### src/rtl/binary_to_decimal_decoder.sv
// rtl/binary_to_decimal_decoder.sv - buffered 4-bit code to one-hot decimal digit decoder
//
// Codes enter through a valid/ready handshake into a small FIFO. The head of
// the FIFO is decoded into a registered one-hot digit, which is held under
// output backpressure. Illegal codes (10-15) produce an all-zero one-hot
// value with out_err set, and are counted at acceptance in a saturating
// counter.
//
// Ports:
//   clk        - clock, rising edge
//   rst_n      - asynchronous active-low reset
//   in_valid   - in_code holds a code to accept
//   in_ready   - a code can be accepted this cycle
//   in_code    - binary digit code, 0-9 legal, 10-15 illegal
//   out_valid  - out_onehot/out_err hold a decoded result
//   out_ready  - consumer takes the result this cycle
//   out_onehot - one-hot decimal digit, bit n for code n
//   out_err    - presented result came from an illegal code
//   clr_err    - synchronous clear of err_count (wins over increment)
//   err_count  - saturating count of accepted illegal codes

module binary_to_decimal_decoder #(
  parameter int FIFO_DEPTH = 4
) (
  input  logic       clk,
  input  logic       rst_n,
  input  logic       in_valid,
  output logic       in_ready,
  input  logic [3:0] in_code,
  output logic       out_valid,
  input  logic       out_ready,
  output logic [9:0] out_onehot,
  output logic       out_err,
  input  logic       clr_err,
  output logic [7:0] err_count
);

  localparam int PW = (FIFO_DEPTH > 1) ? $clog2(FIFO_DEPTH) : 1;
  localparam int CW = $clog2(FIFO_DEPTH + 1);
  localparam logic [CW-1:0] DEPTH_C = CW'(FIFO_DEPTH);

  logic [3:0]    mem [FIFO_DEPTH];
  logic [PW-1:0] wr_ptr;
  logic [PW-1:0] rd_ptr;
  logic [CW-1:0] occupancy;
  logic          ready_en;
  logic          push;
  logic          pop;
  logic [3:0]    head_code;

  function automatic logic [9:0] onehot_of(input logic [3:0] code);
    onehot_of = (code <= 4'd9) ? (10'd1 << code) : 10'd0;
  endfunction

  // ready_en keeps in_ready low during reset and until the first edge after
  // release, so nothing is accepted before the block is out of reset.
  assign in_ready  = ready_en && (occupancy < DEPTH_C);
  assign push      = in_valid && in_ready;
  assign pop       = (occupancy != '0) && (!out_valid || out_ready);
  assign head_code = mem[rd_ptr];

  // Storage needs no reset: occupancy alone decides what is meaningful.
  always_ff @(posedge clk) begin
    if (push) begin
      mem[wr_ptr] <= in_code;
    end
  end

  always_ff @(posedge clk or negedge rst_n) begin
    if (!rst_n) begin
      ready_en  <= 1'b0;
      wr_ptr    <= '0;
      rd_ptr    <= '0;
      occupancy <= '0;
    end else begin
      ready_en <= 1'b1;
      if (push) begin
        wr_ptr <= wr_ptr + 1'b1;
      end
      if (pop) begin
        rd_ptr <= rd_ptr + 1'b1;
      end
      case ({push, pop})
        2'b10:   occupancy <= occupancy + 1'b1;
        2'b01:   occupancy <= occupancy - 1'b1;
        default: occupancy <= occupancy;
      endcase
    end
  end

  // Output stage: data regs are zeroed whenever out_valid drops so that an
  // idle output always reads as zero.
  always_ff @(posedge clk or negedge rst_n) begin
    if (!rst_n) begin
      out_valid  <= 1'b0;
      out_onehot <= 10'd0;
      out_err    <= 1'b0;
    end else if (pop) begin
      out_valid  <= 1'b1;
      out_onehot <= onehot_of(head_code);
      out_err    <= (head_code > 4'd9);
    end else if (out_valid && out_ready) begin
      out_valid  <= 1'b0;
      out_onehot <= 10'd0;
      out_err    <= 1'b0;
    end
  end

  always_ff @(posedge clk or negedge rst_n) begin
    if (!rst_n) begin
      err_count <= 8'd0;
    end else if (clr_err) begin
      err_count <= 8'd0;
    end else if (push && (in_code > 4'd9) && (err_count != 8'hFF)) begin
      err_count <= err_count + 8'd1;
    end
  end

endmodule

### config.mk
export PLATFORM = sky130hd
export DESIGN_NAME = binary_to_decimal_decoder
export DESIGN_NICKNAME = d
export VERILOG_FILES = /design/src/rtl/binary_to_decimal_decoder.sv
export SDC_FILE = /design/constraint.sdc
export NUM_CORES = 1
export LEC_CHECK = 0
export CORE_UTILIZATION = 45
export DETAILED_ROUTE_END_ITERATION = 8
export HOLD_SLACK_MARGIN = 0.05
export PLACE_DENSITY = 0.68
export SLEW_MARGIN = 20
export SYNTH_ARGS = -nofsm -noshare
export SYNTH_HDL_FRONTEND = slang
export SYNTH_SLANG_ARGS = --single-unit
### constraint.sdc
create_clock -name clk -period 3.4 [get_ports clk]
set_input_delay 0.51 -clock clk [delete_from_list [all_inputs] [get_ports clk]]
set_output_delay 0.51 -clock clk [all_outputs]
set_load 0.02 [all_outputs]
==> results of run 1 <==
[flip-flops by register name (all words and copies together) (netlist names)]
register    count
out_onehot     10
ready_en        1
mem            16
occupancy       3
out_err         1
wr_ptr          2
out_valid       1
err_count       8
rd_ptr          2
[cell families (layout without fill, tap and decap cells)]
kind of cell,count (synthesis),in the layout,share of synthesized area (%)
muxes,5,5,5.153
AOI/OAI and AO/OA,27,27,9.415
and+or+nand+nor,47,47,13.93
adders and majority gates,7,7,4.835
buffers and inverters,14,48,3.308
xor gates and xnor gates,7,7,3.117
other,1,1,0.1907
DFF,44,44,60.05
[how the worst max path moves through the flow]
stage / startpoint / to / slack (ns) / cells after the start
5_1_grt: out_ready / occupancy[2] / 1.03 / 10
3_3_place_gp: out_ready / occupancy[2] / 0.98 / 10
3_5_place_dp: out_ready / occupancy[2] / 0.93 / 10
4_1_cts: out_ready / occupancy[2] / 1.22 / 10
6_report: out_ready / occupancy[2] / 1.21 / 10
2_1_floorplan: in_valid / occupancy[2] / 1.49 / 9
[through the flow]
step	util [%]	instance area [um^2]	std cells	hold WS (ns)	worst slack [ns]
3_3_place_gp	56.28	2300	228	0.4738	0.9839
5_1_grt	58.36	2385	236	0.5179	1.034
2_1_floorplan	-	1967	152	0.2144	1.495
4_1_cts	58.36	2385	236	0.5012	1.225
3_5_place_dp	56.28	2300	228	0.4827	0.9256
6_report	58.36	2385	236	0.4962	1.210
[per-layer routing]
| metal | share of wire, % | wire length [um] | vias up | track usage (%) |
|---|---|---|---|---|
| met1 | 46 | 1588 | 624 | 21.01 |
| met3 | 5.1 | 177 | 6 | 5.500 |
| met5 | 0 | 0 | - | 0 |
| li1 | - | - | 610 | - |
| met2 | 47 | 1643 | 41 | 29.41 |
| met4 | 1.7 | 59 | 0 | 7.813 |
[tightest hold or removal path, cell delays in order, from the launching register on]
cell,delay [ns]
dfrtp_1,0.36
nand2_1,0.05
o21ai_0,0.06
[power by group through the flow]
stage	sequential [mW]	clock (mW)	combinational (mW)
3_3_place_gp	0.742	0	0.541
6_report	0.735	0.314	0.556
4_1_cts	0.738	0.325	0.562
5_1_grt	0.750	0.347	0.625
3_5_place_dp	0.747	0	0.560
2_1_floorplan	0.765	0	0.363
[cell type report]
class | instances | area (um^2) | area share, %
Sequential cell | 44 | 1181 | 49.53
Clock buffer | 6 | 72.57 | 3.043
Tap cell | 50 | 62.56 | 2.623
Inverter | 10 | 37.54 | 1.574
Clock inverter | 2 | 12.51 | 0.5247
Timing Repair Buffer | 30 | 297.8 | 12.49
Multi-Input combinational cell | 94 | 720.7 | 30.22
[cells in the mapped netlist, types with 2 or more instances]
library cell	number	share of area, %
nand2b_1	2	0.64
nor3_1	2	0.51
or3_1	3	0.95
xnor2_1	4	1.8
and2_1	4	1.3
a22o_1	6	2.7
o21ai_0	7	1.8
a21oi_1	5	1.3
inv_1	10	1.9
o21ai_1	2	0.51
or4_1	3	1.1
nand2_1	12	2.3
xor2_1	3	1.3
dfrtp_1	28	36
nand3_1	2	0.51
edfxtp_1	16	24
nor2_1	5	0.95
ha_1	6	3.8
mux4_2	4	4.6
a32o_1	3	1.5
nor2b_1	3	0.95
==> results by group, run 1 <==
Outcome
  – Outcome: finished clean

Timing
  – Hold Vio Cnt, Final: 0
  – Final setup violation count: 0
  – Post-route minimum period: 2.190 ns
  – Slew Limit Headroom: 37.53%
  – Actual slew at the worst max-slew pin: 0.9309 ns
  – Post-route setup TNS: 0 ns
  – RSZ-0062 raised after global routing: false
  – Slew Viols, Final: 0
  – Fin crit share: 64.41%
  – Setup Skew: 0.009056 ns
  – F_max: 0.4567 GHz

Global routing
  – Antenna violations before repair: 0
  – Total congestion overflow: 0
  – Vias in the first global route: 1263
  – Largest net degree at the start of global routing: 29
  – First-pass GRT wire length: 5789 um
  – Global Route Usage Sum: 17.72%

Route
  – Drc violations: 0
  – Avg WL per Cell: 14.70 um
  – Vias per inst: 5.428
  – Via Count: 1281
  – DRT Wirelength: 3469 um
  – Iter 0 DRT Violations: 70
  – DRT Pass-1 Iters: 4
  – Final ANT Viol Nets: 0

Placed design
  – Detailed Place HPWL: 2504 um
  – Gpl congestion: 0.7474
  – Input/output buffers: 29

Yosys
  – Top_reg_cell synth: dfrtp_1
  – Post-synth EDFFs: 16
  – Yosys cell types: 43
  – Synth Net Count: 168
  – Ys Warns: 0
  – Post-synth ARST share: 63.64%
  – Synth Area per Inst: 12.94 um^2
  – Seq/Total Area, Yosys: 60.05%
  – Post-Synthesis Cells: 152
  – Flops & latches, synth: 44
  – Mapped Area: 0.001967 mm^2

Power and ir drop
  – Pwr dens: 673.0 mW/mm^2
  – Reg power frac: 45.8%
  – Combinational share of power: 34.6%
  – Int Power: 1.059 mW
  – VDD IR max: 293.8 uV
  – NetSw: 545.8 uW
  – Clock Power Share: 19.6%
  – Design Power: 1.605 mW
  – Leakage Power: 0.9501 nW
  – Sw Ratio: 34.01%

Cells and area
  – NumNets Final: 201
  – Commonest non-fill, non-tap cell in the layout: clkdlybuf4s50_1
  – Area Growth Syn to Fin: 21.25%
  – Antenna Cells: 0
  – Fillcell total: 334
  – Share of cells above drive strength 1: 10.22%
  – Most frequent cells in the layout: 29 x clkdlybuf4s50_1, 28 x dfrtp_1, 16 x edfxtp_1

Worst setup path
  – CP max FO: 4
  – Crit Reg-Reg Endpoint: out_onehot[2]
  – WS Path Type: input port to flip-flop
  – Delay-heaviest family, CP: buffers and inverters
  – Type of element launching the critical path: input port
  – Worst setup EP type: flip-flop
  – Critical path buffer and inverter count: 3
  – Max stage delay on crit path: 0.45 ns
  – RR Startpoint: occupancy[2]
  – CP Data Required Time: 3.62 ns
  – Critical path cell sequence: clkdlybuf4s50_1 > nand2b_1 > nand2_1 > inv_1 > ha_1 > inv_1 > fa_1 > xor2_1 > nor2_1 > xor2_1
  – Crit path arrival time: 2.41 ns
  – Worst Reg-to-Reg Cells: 4
  – Reg-to-reg setup timing slack: 1.36 ns
  – Slowest library cell on the worst path: clkdlybuf4s50_1

Floorplanning
  – # rows: 23
  – Die extent in y: 68.11 um
  – Initial Util: 48.13%
  – Die width: 68.11 um
  – Die ar.: 0.004639 mm^2
  – Core area: 0.004086 mm^2
  – # IOs: 30

Worst hold path
  – Hold Crit Depth: 2
  – HP Class: flip-flop to flip-flop
  – Hold Crit Start: out_onehot[3]
  – End of the worst hold path: out_onehot[3]

CTS
  – Post-CTS Setup Bufs: 0
  – Clock Pin Slew Worst Setup and Hold Paths: 0.08 ns
  – Hold_buf cts: 0
  – Root Buffer: clkbuf_8
  – Max H-tree Level: 2
  – CTS tree: built
  – Clock buffer depth: 2
  – TritonCTS buffer count: 5
  – Post-CTS sizing: 0
  – CTS sink count: 44
  – Skew-Pair Late Insertion Delay: 0.30 ns

Run
  – Max-capacitance violation count: 0
No activity file was read; power rests on OpenSTA's default activity.
==> inputs of run 2 (changes only) <==
==> constraint.sdc (replaced) <==
create_clock -name clk -period 2.1 [get_ports clk]
set_input_delay 0.315 -clock clk [delete_from_list [all_inputs] [get_ports clk]]
set_output_delay 0.315 -clock clk [all_outputs]
set_load 0.02 [all_outputs]
==> run 2 against run 1 <==
  * Register-to-register slack got worse by 1.2 ns
  * Combinational power rose by 71%
  * First-iteration DRC count is 34% lower
  * Count of clock-buffer cells in the layout stayed put
  * Final cell count grew 3.8%
  * Routed wire length increased by 1.2%
  * Utilization is 2.2 points higher
  * Sequential share of layout area fell by 1.8 points
  * Critical path depth decreased by 3
  * Global-route usage grew 0.26 points
  * Die area did not move
  * Critical endpoint is now occupancy[1]
  * Highest routed layer unchanged
==> results by group, run 2 (same netlist as run 1, synthesis figures left out) <==
Outcome
  – Outcome: finished clean (unchanged)

Timing
  – Fin crit share: 93.07%
  – F_max: 0.5116 GHz
  – RSZ-0062 raised after global routing: false (unchanged)
  – Final setup violation count: 0 (unchanged)
  – Hold Vio Cnt, Final: 0 (unchanged)
  – Post-route setup TNS: 0 ns (unchanged)
  – PnR worst setup slack: 0.1455 ns (was 1.210 ns)
  – Slew Viols, Final: 0 (unchanged)
  – Minimum hold slack: 0.3978 ns (was 0.4962 ns)
  – Post-route minimum period: 1.955 ns
  – Setup Skew: 0.007072 ns (was 0.009056 ns)

Worst setup path
  – WS Path Type: flip-flop to flip-flop (was input port to flip-flop)
  – Crit path arrival time: 2.17 ns (was 2.41 ns)
  – Worst setup EP type: flip-flop (unchanged)
  – Critical path cell sequence: or3_1 > nand2_1 > inv_1 > ha_1 > inv_1 > fa_1 > o21ai_0 (was clkdlybuf4s50_1 > nand2b_1 > nand2_1 > inv_1 > ha_1 > inv_1 > fa_1 > xor2_1 > nor2_1 > xor2_1)
  – Type of element launching the critical path: flip-flop (was input port)
  – Critical path buffer and inverter count: 2 (was 3)
  – CP max FO: 4 (unchanged)
  – Beginning of the critical path: occupancy[2] (was out_ready)
  – Worst Reg-to-Reg Cells: 7 (was 4)
  – RR Startpoint: occupancy[2] (unchanged)
  – Crit Reg-Reg Endpoint: occupancy[1] (was out_onehot[2])
  – Slowest library cell on the worst path: dfrtp_1 (was clkdlybuf4s50_1)
  – Delay-heaviest family, CP: adder cells (was buffers and inverters)
  – Crit path top cell by count: inv_1
  – CP Data Required Time: 2.31 ns (was 3.62 ns)
  – Reg-to-reg setup timing slack: 0.15 ns (was 1.36 ns)
  – Max stage delay on crit path: 0.43 ns (was 0.45 ns)

CTS
  – Post-CTS Setup Bufs: 0 (unchanged)
  – CTS sink count: 44 (unchanged)
  – Max H-tree Level: 2 (unchanged)
  – Root Buffer: clkbuf_8 (unchanged)
  – Hold_buf cts: 0 (unchanged)
  – CTS tree: built (unchanged)
  – Skew-Pair Late Insertion Delay: 0.30 ns (about the same)
  – Clock buffer depth: 2 (unchanged)
  – Post-CTS sizing: 0 (unchanged)
  – Clock Pin Slew Worst Setup and Hold Paths: 0.08 ns (about the same)
  – TritonCTS buffer count: 5 (unchanged)

Placed design
  – Detailed Place HPWL: 2657 um (was 2504 um)
  – Placed instance area: 0.002367 mm^2 (was 0.002300 mm^2)
  – Gpl congestion: 0.8148 (was 0.7474)
  – Setup WS pre-CTS: -0.03774 ns (was 0.9256 ns)
  – # placed instances: 237 (was 228)
  – Input/output buffers: 29 (unchanged)

Route
  – Final ANT Viol Nets: 0 (unchanged)
  – Drc violations: 0 (unchanged)
  – Iter 0 DRT Violations: 46 (was 70)
  – Avg WL per Cell: 14.33 um (was 14.70 um)
  – Vias per inst: 5.388 (was 5.428)
  – DRT Pass-1 Iters: 4 (unchanged)
  – DRT Wirelength: 3511 um (was 3469 um)
  – Via Count: 1320 (was 1281)

Power and ir drop
  – Design Power: 2.775 mW (was 1.605 mW)
  – NetSw: 896.1 uW (was 545.8 uW)
  – VDD IR max: 589.8 uV (was 293.8 uV)
  – Combinational share of power: 34.3% (was 34.6%)
  – Leakage Power: 1.008 nW (was 0.9501 nW)
  – Pwr dens: 1121 mW/mm^2 (was 673.0 mW/mm^2)
  – Clock Power Share: 22.9% (was 19.6%)
  – Sw Ratio: 32.29% (was 34.01%)
  – Reg power frac: 42.8% (was 45.8%)
  – Int Power: 1.879 mW (was 1.059 mW)

Global routing
  – Vias in the first global route: 1336 (was 1263)
  – Global Route Usage Sum: 17.98% (was 17.72%)
  – Total congestion overflow: 0 (unchanged)
  – First-pass GRT wire length: 6003 um (was 5789 um)
  – Antenna violations before repair: 0 (unchanged)
  – Largest net degree at the start of global routing: 29 (unchanged)

Floorplanning
  – Die extent in y: 68.11 um (unchanged)
  – # IOs: 30 (unchanged)
  – Die ar.: 0.004639 mm^2 (unchanged)
  – Die width: 68.11 um (unchanged)
  – Initial Util: 48.13% (unchanged)
  – Core area: 0.004086 mm^2 (unchanged)
  – # rows: 23 (unchanged)

Worst hold path
  – HP Class: input port to async pin (was flip-flop to flip-flop)

Cells and area
  – Most frequent cells in the layout: 29 x clkdlybuf4s50_1, 28 x dfrtp_1, 16 x edfxtp_1 (unchanged)
  – Share of cells above drive strength 1: 14.36% (was 10.22%)
  – Final instance area: 0.002475 mm^2 (was 0.002385 mm^2)
  – NumNets Final: 210 (was 201)
  – Utilization after layout: 60.56% (was 58.36%)
  – Finished Layout Cells: 245 (was 236)
  – Fillcell total: 334 (unchanged)
  – Commonest non-fill, non-tap cell in the layout: clkdlybuf4s50_1 (unchanged)
  – Area Growth Syn to Fin: 25.83% (was 21.25%)
  – Top Registers: mem x16, out_onehot x10, err_count x8 (unchanged)
  – Seq. cell area: 0.001181 mm^2 (unchanged)
  – Reg with most FFs: mem (unchanged)
  – Max reg flops: 16 (unchanged)
  – Multi-input gate area: 720.7 um^2 (unchanged)
  – Antenna Cells: 0 (unchanged)

Run
  – Max-capacitance violation count: 0 (unchanged)
## run 2: changes by cell type in the layout (fill, tap and decap cells not counted)
cell / previous run / this run
buf_4: 1 / 10
bufinv_16: 0 / 1
clkinvlp_4: 1 / 0
## run 2: cell type report
type	instances	area share, %
multi-input cells	94	29.12
clock inverters	2	1.416
repair buffers	39	14.76
flip-flops and latches	44	47.72
clock buffers	6	2.932
well taps	50	2.528
inverters	10	1.517
## run 2: how the worst max path moves through the flow
stage                    to  slack (ns)  cells past startpoint
6_report       occupancy[1]        0.15                      7
4_1_cts        occupancy[1]        0.13                      7
3_3_place_gp   occupancy[2]        0.03                     10
3_5_place_dp   occupancy[2]       -0.04                     10
2_1_floorplan  occupancy[1]        0.25                      7
5_1_grt        occupancy[2]        0.08                      9
## run 2: layer usage
layer	share of wire, %	GRT usage (%)	up-vias
li1	-	-	627
met1	42	20.59	656
met2	52	31.00	32
met3	3.7	5.500	5
met4	1.7	7.292	0
met5	0	0	-
## run 2: power by group through the flow
stage / clock network, mW / registers (mW) / logic, mW
after CTS: 0.651 / 1.19 / 0.961
after detailed placement: 0 / 1.21 / 0.956
after global placement: 0 / 1.20 / 0.920
after floorplan: 0 / 1.24 / 0.587
after global routing: 0.682 / 1.22 / 1.07
final: 0.635 / 1.19 / 0.953
